==> config.mk <==
export PLATFORM = sky130hd
export DESIGN_NAME = i2c_arb
export DESIGN_NICKNAME = d
export VERILOG_FILES = /design/src/rtl/i2c_arb.sv
export SDC_FILE = /design/constraint.sdc
export NUM_CORES = 1
export LEC_CHECK = 0
export ABC_AREA = 1
export BUFFER_PORTS_ARGS = -buffer_cell sky130_fd_sc_hd__buf_2
export CAP_MARGIN = 20
export CORE_MARGIN = 2
export CORE_UTILIZATION = 59
export CTS_CLUSTER_DIAMETER = 50
export DETAILED_ROUTE_END_ITERATION = 7
export PLACE_DENSITY = 0.94
export REMOVE_ABC_BUFFERS = 1
export SLEW_MARGIN = 30
export SYNTH_ARGS = -nofsm -noshare
export SYNTH_HDL_FRONTEND = slang
export SYNTH_SLANG_ARGS = --single-unit
export TNS_END_PERCENT = 1
==> constraint.sdc <==
create_clock -name clk -period 4.94 [get_ports clk]
set_clock_uncertainty 0.1 [all_clocks]
set_input_delay 0.247 -clock clk [delete_from_list [all_inputs] [get_ports clk]]
set_output_delay 0.247 -clock clk [all_outputs]
set_load 0.1 [all_outputs]
==> src/rtl/i2c_arb.sv <==
// Two-client arbiter in front of a byte-oriented I2C master core: grants one client
// per transaction, paces bytes against the core busy flag and closes every transaction with STOP.
module i2c_arb #(
  parameter int unsigned STALL_MAX = 4095
) (
  input  logic       clk,
  input  logic       rst,
  input  logic [7:0] c0_data,
  input  logic       c0_last,
  input  logic       c0_valid,
  output logic       c0_ready,
  input  logic [7:0] c1_data,
  input  logic       c1_last,
  input  logic       c1_valid,
  output logic       c1_ready,
  output logic [8:0] data,
  output logic       wr,
  input  logic       busy,
  output logic [1:0] gnt,
  output logic       abort
);

  localparam int unsigned CW = (STALL_MAX < 2) ? 1 : $clog2(STALL_MAX + 1);
  localparam logic [CW-1:0] STALL_LIM = CW'(STALL_MAX - 1);
  localparam logic [8:0] STOP_WORD = 9'h100;

  typedef enum logic [3:0] {
    FLUSH, FGAP, FWAIT, IDLE, SEND, GAP, WAIT, STOP, SGAP, SWAIT
  } state_t;

  state_t        state;
  logic [CW-1:0] stall_cnt;
  logic          last_q;
  logic          rr;
  logic          owner;

  logic          pick;
  logic          sel;
  logic          sel_valid;
  logic          sel_last;
  logic [7:0]    sel_data;

  // In IDLE the candidate comes from the round-robin choice, afterwards from the owner.
  assign pick      = (c0_valid && c1_valid) ? rr : c1_valid;
  assign sel       = (state == IDLE) ? pick : owner;
  assign sel_valid = sel ? c1_valid : c0_valid;
  assign sel_last  = sel ? c1_last  : c0_last;
  assign sel_data  = sel ? c1_data  : c0_data;

  // NOTE: all state and outputs use non-blocking assignments so every branch reads pre-edge values.
  always_ff @(posedge clk) begin
    if (rst) begin
      state     <= FLUSH;
      gnt       <= 2'b00;
      wr        <= 1'b0;
      data      <= 9'h000;
      abort     <= 1'b0;
      c0_ready  <= 1'b0;
      c1_ready  <= 1'b0;
      stall_cnt <= '0;
      last_q    <= 1'b0;
      rr        <= 1'b0;
      owner     <= 1'b0;
    end else begin
      // NOTE: strobes default low every cycle so each one lasts exactly one clock.
      wr       <= 1'b0;
      data     <= 9'h000;
      abort    <= 1'b0;
      c0_ready <= 1'b0;
      c1_ready <= 1'b0;

      case (state)
        FLUSH: begin
          if (!busy) begin
            wr    <= 1'b1;
            data  <= STOP_WORD;
            state <= FGAP;
          end
        end
        FGAP:  state <= FWAIT;
        FWAIT: if (!busy) state <= IDLE;
        IDLE: begin
          if (c0_valid || c1_valid) begin
            owner    <= pick;
            gnt      <= pick ? 2'b10 : 2'b01;
            wr       <= 1'b1;
            data     <= {1'b0, sel_data};
            c0_ready <= ~pick;
            c1_ready <= pick;
            last_q   <= sel_last;
            state    <= SEND;
          end
        end
        SEND: state <= GAP;
        GAP: begin
          stall_cnt <= '0;
          state     <= WAIT;
        end
        WAIT: begin
          if (!busy) begin
            if (last_q) begin
              wr    <= 1'b1;
              data  <= STOP_WORD;
              state <= STOP;
            end else if (sel_valid) begin
              wr       <= 1'b1;
              data     <= {1'b0, sel_data};
              c0_ready <= ~owner;
              c1_ready <= owner;
              last_q   <= sel_last;
              state    <= SEND;
            end else if (stall_cnt == STALL_LIM) begin
              // Owner went quiet too long: release the bus rather than hold it forever.
              abort <= 1'b1;
              wr    <= 1'b1;
              data  <= STOP_WORD;
              state <= STOP;
            end else begin
              stall_cnt <= stall_cnt + CW'(1);
            end
          end
        end
        STOP: state <= SGAP;
        SGAP: state <= SWAIT;
        SWAIT: begin
          if (!busy) begin
            gnt   <= 2'b00;
            rr    <= ~owner;
            state <= IDLE;
          end
        end
        default: state <= FLUSH;
      endcase
    end
  end

endmodule

[Word-level counts from Yosys, hierarchy flattened]
Index checks and enable logic that the tools add are counted.
Widths: inputs -> output; s select.
Cells by class
  $add $sub $neg: 1
  equality and inequality tests: 19
  mux-type cells: 51
  bitwise gates (word level): 4
  reduce and logical (&&, ||, !) cells: 14
Operator list (number)
  $mux 12: 4
  $mux 9: 5
  $pmux 4 s9: 1
  $mux 4: 7
  $pmux 9 s3: 1
  $pmux 12 s2: 1
  $mux 1: 22
  $eq 4x3->1 const B: 4
  $mux 8: 2
  $ne 2x2->1 const B: 7
  $add 12x1->12 const B: 1
  $eq 12x12->1 const B: 1
  $reduce_and 5->1: 2
  $eq 4x2->1 const B: 2
  $eq 4x4->1 const B: 2
  $mux 2: 3
  $pmux 1 s2: 3
  $reduce_and 3->1: 2
  $reduce_bool 2->1: 3
  $reduce_or 5->1: 1
  $eq 4x1->1 const B: 1
  $logic_not 4->1: 1
  $ne 4x4->1 const B: 1
  $not 1->1: 4
  7 further kinds: 8
Word-level totals
  register bits: 34
  input port bits: 23
  word-level logic and storage cells: 100

[Logic depth before layout (Yosys ltp)]
Gate-level depths: netlist of the first run.
  depth after elaboration: 8
  mapped depth: 12
  depth with buffers taken out: 12

[Least setup slack after synthesis of the first run]
No wires, ideal clock.
  path kind: register to register
  from: reg state[2]
  to: reg stall_cnt[8]
  arrival: 1348 ps
  required time: 4708 ps
  path slack: 3359 ps
  stages on the path, launching flop included: 11
  cells stage by stage: dfxtp_1 -> inv_1 -> nor2_2 -> inv_1 -> nor2_4 -> nor2_1 -> nor2_2 -> nand4_2 -> buf_6 -> nand2_1 -> a21oi_1
Between the ends
  longest elaborated chain between the ends: 5
  elaborated cells between the ends (all ways): 12
  classes of those cells: eq/ne (7); mux (3); reduce/logical (2)
Ends and longest elaborated chain
  start: declaration: line 31  | state_t state;
  start signal: assignment: line 53  | state <= FLUSH;
  start signal: assignment: line 77  | state <= FGAP;
  start signal: assignment: line 80  | FGAP: state <= FWAIT;
  $eq 4x2->1: line 45  | assign sel = (state == IDLE) ? pick : owner;
  $mux 1: line 45
  $mux 1: line 46  | assign sel_valid = sel ? c1_valid : c0_valid;
  $ne 2x2->1 (no source line)
  $reduce_and 5->1 (no source line)
  end signal: assignment: line 119  | stall_cnt <= stall_cnt + CW'(1);
  end: declaration: line 32  | logic [CW-1:0] stall_cnt;
Parallel ways exist; a longest one is shown, timed or not.
A chain may end at the register's enable or synchronous reset.

[Worst setup path after layout of the first run]
  from: reg state[3]
  to: reg data[5]
Between the ends
  longest elaborated chain between the ends: 7
  elaborated cells between the ends (all ways): 11
  classes of those cells: eq/ne (2); mux (8); reduce/logical (1)
Ends and longest elaborated chain
  $eq 4x2->1: line 45, 72
  $mux 1: line 45
  $mux 8 or $mux 1 (tied branches): line 48, 46
  $mux 9: line 105  | end else if (sel_valid) begin
  $mux 9: line 101  | if (last_q) begin
  $mux 9: line 100  | if (!busy) begin
  $pmux 9 s3 *: line 72  | case (state)
  end signal: assignment: line 87  | data <= {1'b0, sel_data};
  end signal: assignment: line 107  | data <= {1'b0, sel_data};
  end: declaration: line 16  | output logic [8:0] data,
Every way passes the cells marked *; elsewhere a longest branch is shown, timed or not.

==> run summary, run 1 <==
Hold-fix buffers, CTS: 0
max-cap violations: 0
total power: 0.000795 W
CP endpoint: data[5]
total via count in the routed design: 1944
status: finished clean
clock share of power: 0.339
post-synthesis sequential area ratio: 0.356
start of the worst register-to-register path: state[3]
Die ar.: 3710 um2
final period utilization: 0.418
nets@finish: 343
# DRC: 0
sequential power share: 0.385
Worst EP arrival: 2240 ps
# setup viols final: 0
Fin Setup TNS: 0 ps
setup bufs post-CTS: 0
worst flop-to-flop path endpoint: data[5]
cts bufs inserted: 5
Slew Limit Headroom: 0.671
Worst-path clk slew: 110 ps
Row Count: 20
Syn. warnings: 0
Longest Clk Path Bufs: 2
final slew viol count: 0
Syn Area/Cell: 6.78 um2
commonest cells after routing, fill and taps aside: 61 x nand2_1, 41 x nor2_1, 37 x buf_2
post-CTS resize count: 0
total track usage: 0.276
commonest non-fill, non-tap cell in the layout: nand2_1
WL final: 4.57 mm
gpl congestion: 0.916
layout cells sized above 1: 0.216
Sw Ratio: 0.346
netlist area before placement: 1910 um2
first-pass GRT wire length: 7.49 mm
Via-to-Cell Ratio: 5.36
Yosys top cell by area: dfxtp_1
crit path launch type: flop
Core ar.: 3080 um2
clock root buffer: clkbuf_4
TritonCTS clock tree: built
R2R depth: 9
WP data required: 5110 ps
CP Launch Point: state[3]
CTS sink cnt: 34
CP Class: flop to flop
initial antenna violation count: 0
CTS H-tree depth: 2
DP HPWL: 3.42 mm
number of synthesized register bits: 34
Worst Hold Class: input port to flop
VDD IR max: 0.228 mV
Leak: 0.925 nW
crit path max fanout: 13
largest net degree at the start of global routing: 26
Layout area overhead: 16.0%
Port Buf Inserts: 37
Overflow after GRT: 0
minimum clock period: 2070 ps
Ports: 38
Die Span Y: 60.9 um
PwrDens: 359 nW/um2
Worst Tran Pin Value: 497 ps
antenna-violating nets left: 0
DRT iter0 DRCs: 127
post-synth cell types: 28
DR WL/cell: 12.6 um
share of the synthesized area in the top cell type: 0.356
worst-skew pair later-pin latency: 350 ps
Sw Pwr: 0.000275 W
RSZ-0062 raised after global routing: no
Critical Path End Type: flop
die width: 60.9 um
Final Hold Fails: 0
Synth Instances: 282
r2r setup slk: 2870 ps
drt pass-1 iters: 4
Starting Density: 0.621
Pint: 0.000520 W
Antenna diodes: 0
fin area: 2220 um2
Logic pwr share: 0.276
vias in the first global route: 1761
Post-DP Area: 2100 um2
top post-synthesis cells by area: dfxtp_1 36%, nand2_1 12%, a21oi_1 9.4%, nor2_1 8.1%, nand3_1 6.5%
maximum clock rate: 484 MHz
[area by class of cell]
| type | instances | area (um2) |
|---|---|---|
| clock buffers | 6 | 51.3 |
| well taps | 44 | 55.1 |
| clock inverters | 2 | 60.1 |
| fillers | 259 | 862 |
| multi-input cells | 208 | 1060 |
| inverters | 32 | 120 |
| flip-flops and latches | 34 | 681 |
| repair buffers | 37 | 185 |
[synth_stat cells]
library cell  count
nor3_1            2
nand4_2           1
o22ai_1           1
nor3b_1           1
nand4_1           2
nor2_1           41
nor2_4            1
xor2_1            7
nand3_2           2
nand2_1          61
o21ai_0           4
dfxtp_1          34
nand2_2           4
inv_2             1
ha_1              2
clkbuf_1          5
nor2_2            5
o2111ai_1         1
xnor2_1           1
a21oi_1          36
nor3_2            8
nand2_4           1
o211ai_1          1
inv_1            31
buf_6             2
o21ai_4           1
nand3_1          25
buf_2             1
[worst min-delay path by stage]
stage	slack (ps)	end	startpoint	cells past startpoint
2_1_floorplan	220	c0_ready	rst	1
3_3_place_gp	350	rr	rr	2
3_5_place_dp	350	gnt[0]	gnt[0]	2
4_1_cts	80	data[7]	c1_data[7]	3
5_1_grt	80	data[3]	c1_data[3]	3
6_report	80	data[7]	c1_data[7]	3
[state kept, by name (all words and copies together), names as in the netlist]
register / flops
gnt: 2
last_q: 1
c0_ready: 1
c1_ready: 1
rr: 1
owner: 1
state: 4
abort: 1
wr: 1
data: 9
stall_cnt: 12
[metal layers]
layer  track usage  wire length (um)  share of wire  up-vias
met1         0.322              1840           0.40      890
met3        0.0896               289          0.063       12
met5             0                 0              0        -
met2         0.472              2340           0.51       65
li1              -                 -              -      977
met4         0.102                93          0.020        0
[power by group through the flow]
stage               sequential [W]  combinational [W]  clock [W]
CTS                       0.000306           0.000218   0.000272
global route              0.000308           0.000239   0.000286
floorplan                 0.000368           0.000113          0
finish                    0.000306           0.000219   0.000270
global placement          0.000311           0.000212          0
detailed placement        0.000312           0.000218          0
[logic make-up (layout without fill, tap and decap cells)]
kind of cell	after synthesis	count (layout)	share of synthesized area
AND/OR/NAND/NOR	154	154	0.382
AO/OA/AOI/OAI	44	44	0.125
buffers and inverters	40	77	0.0871
flip-flops	34	34	0.356
XOR/XNOR	8	8	0.0367
adder cells (fa/ha/maj)	2	2	0.0131
[metrics by stage]
stage / hold WS (ps) / std cells / util / setup WS, ps
after floorplan: 216 / 274 / - / 3260
after detailed placement: 351 / 355 / 0.684 / 2910
after CTS: 75.7 / 363 / 0.720 / 2890
final: 79.0 / 363 / 0.720 / 2870
after global placement: 346 / 355 / 0.684 / 2970
after global routing: 76.2 / 363 / 0.720 / 2700
[worst max-delay path: stages (launching register included)]
cell,delay (ps)
dfxtp_1,340
inv_1,100
nand2_1,100
nor2_2,140
nand2_1,310
nand3_2,200
nand3_1,160
nor2_2,230
o21ai_4,150
nor3_2,170
No activity file was read; power rests on OpenSTA's default activity.
==> run 2, diff against run 1 <==
- CORE_UTILIZATION: 59 -> 49
- PLACE_DENSITY: 0.94 -> 0.84
- clock period: 4.94 -> 1.9 ns (I/O delays scaled with it)
==> run 2 against run 1 <==
Net effect:
- setup slack got worse by 2700 ps
- routed wire length fell by 1.9%
- global-route usage fell by 5.9 points
- combinational power rose to 2.6 times the previous value
- largest cell class unchanged
- hold slack got worse by 75 ps
- total power rose to 2.5 times the previous value
- cell count rose by 3.9%
- fmax rose by 19%
- sequential cell count did not move
- clock power rose by 140%
- non-clock buffer count rose by 10
==> run summary, run 2 (synthesis results as in run 1) <==
status: finished clean
cts bufs inserted: 5
Die Span Y: 66.4 um
Via-to-Cell Ratio: 5.08
# DRC: 0
max-cap violations: 0
die width: 66.4 um
nets@finish: 353
first-pass GRT wire length: 7.42 mm
gpl congestion: 0.866
# setup viols final: 0
Ports: 38
DR WL/cell: 11.9 um
setup bufs post-CTS: 0
CTS sink cnt: 34
largest net degree at the start of global routing: 14
Critical Path End Type: flop
commonest non-fill, non-tap cell in the layout: nand2_1
Overflow after GRT: 0
Antenna diodes: 0
TritonCTS clock tree: built
commonest cells after routing, fill and taps aside: 61 x nand2_1, 40 x nor2_1, 37 x buf_2
worst-skew pair later-pin latency: 280 ps
antenna-violating nets left: 0
Slew Limit Headroom: 0.671
Final Hold Fails: 0
final period utilization: 0.913
PwrDens: 867 nW/um2
final slew viol count: 0
VDD IR max: 0.806 mV
Starting Density: 0.514
Port Buf Inserts: 37
WL final: 4.48 mm
CTS H-tree depth: 2
biggest regs: stall_cnt x12, data x9, state x4
crit path launch type: flop
Worst Hold Class: input port to flop
Post-DP Area: 2160 um2
Die ar.: 4410 um2
CP Class: flop to flop
post-layout util: 0.625
Worst Tran Pin Value: 496 ps
minimum clock period: 1730 ps
total track usage: 0.217
maximum clock rate: 576 MHz
Row Count: 22
DRT iter0 DRCs: 161
WP data required: 2010 ps
Longest Clk Path Bufs: 2
Leak: 0.974 nW
DP HPWL: 3.32 mm
Worst EP arrival: 1840 ps
register with the most flip-flops: stall_cnt
crit path max fanout: 8
initial antenna violation count: 0
clock root buffer: clkbuf_8
Layout area overhead: 21.5%
total via count in the routed design: 1914
Largest register FFs: 12
RSZ-0062 raised after global routing: yes
Core ar.: 3720 um2
drt pass-1 iters: 4
Worst-path clk slew: 70 ps
layout cells sized above 1: 0.237
fin area: 2320 um2
vias in the first global route: 1751
r2r setup slk: 170 ps
run 2: final timing paths:
path | start | to | depth (start not counted)
max | state[2] | data[5] | 9
min | c1_data[4] | data[4] | 3
max reg2reg | state[2] | data[5] | 9
min reg2reg | gnt[1] | gnt[1] | 2
run 2: through the flow:
| stage | power (W) | TNS (ps) | std cells | hold WS (ps) | worst slack, ps |
|---|---|---|---|---|---|
| after floorplan | 0.00125 | 0 | 274 | 64.1 | 217 |
| after global placement | 0.00137 | 0 | 366 | 277 | 163 |
| after detailed placement | 0.00137 | 0 | 366 | 282 | 113 |
| after CTS | 0.00202 | 0 | 377 | 4.84 | 97.0 |
| after global routing | 0.00212 | -28.5 | 377 | 20.1 | -13.2 |
| final | 0.00201 | 0 | 377 | 3.83 | 165 |
run 2: where the power goes:
group / total [W] / leakage, nW / switching, W / internal, W
Combinational: 0.000575 / 0.641 / 0.000416 / 0.000159
Clock: 0.000642 / 0.0579 / 0.000256 / 0.000386
Sequential: 0.000798 / 0.275 / 0.0000376 / 0.000760
Total: 0.00201 / 0.974 / 0.000709 / 0.00130
run 2: critical path, cell delays in order, from the launching register on:
cell	delay, ps
dfxtp_1	370
inv_1	90
nor2_2	130
inv_1	110
nor2_4	110
buf_4	160
nor2_1	60
a21oi_1	230
o21ai_4	170
nor3_2	140
run 2: what timing repair did:
item | CTS | global route
hold buffers | 3 | 0
gates resized for setup | 0 | 4
endpoints found under the setup margin | 0 | 21
endpoints found under the hold margin | 3 | 0
run 2: metal layers:
metal	vias up	GRT usage	routed length [um]
li1	1000	-	-
met1	882	0.271	2090
met2	26	0.369	2220
met3	6	0.0477	135
met4	0	0.0689	44
met5	-	0	0
run 2: area by class of cell:
cell class	instances	area (um2)
clock buffer	5	68.8
clock inverter	3	40.0
fill	345	1390
inverter	32	120
multi-input combinational	208	1080
sequential	34	681
tap	48	60.1
timing repair buffer	47	268
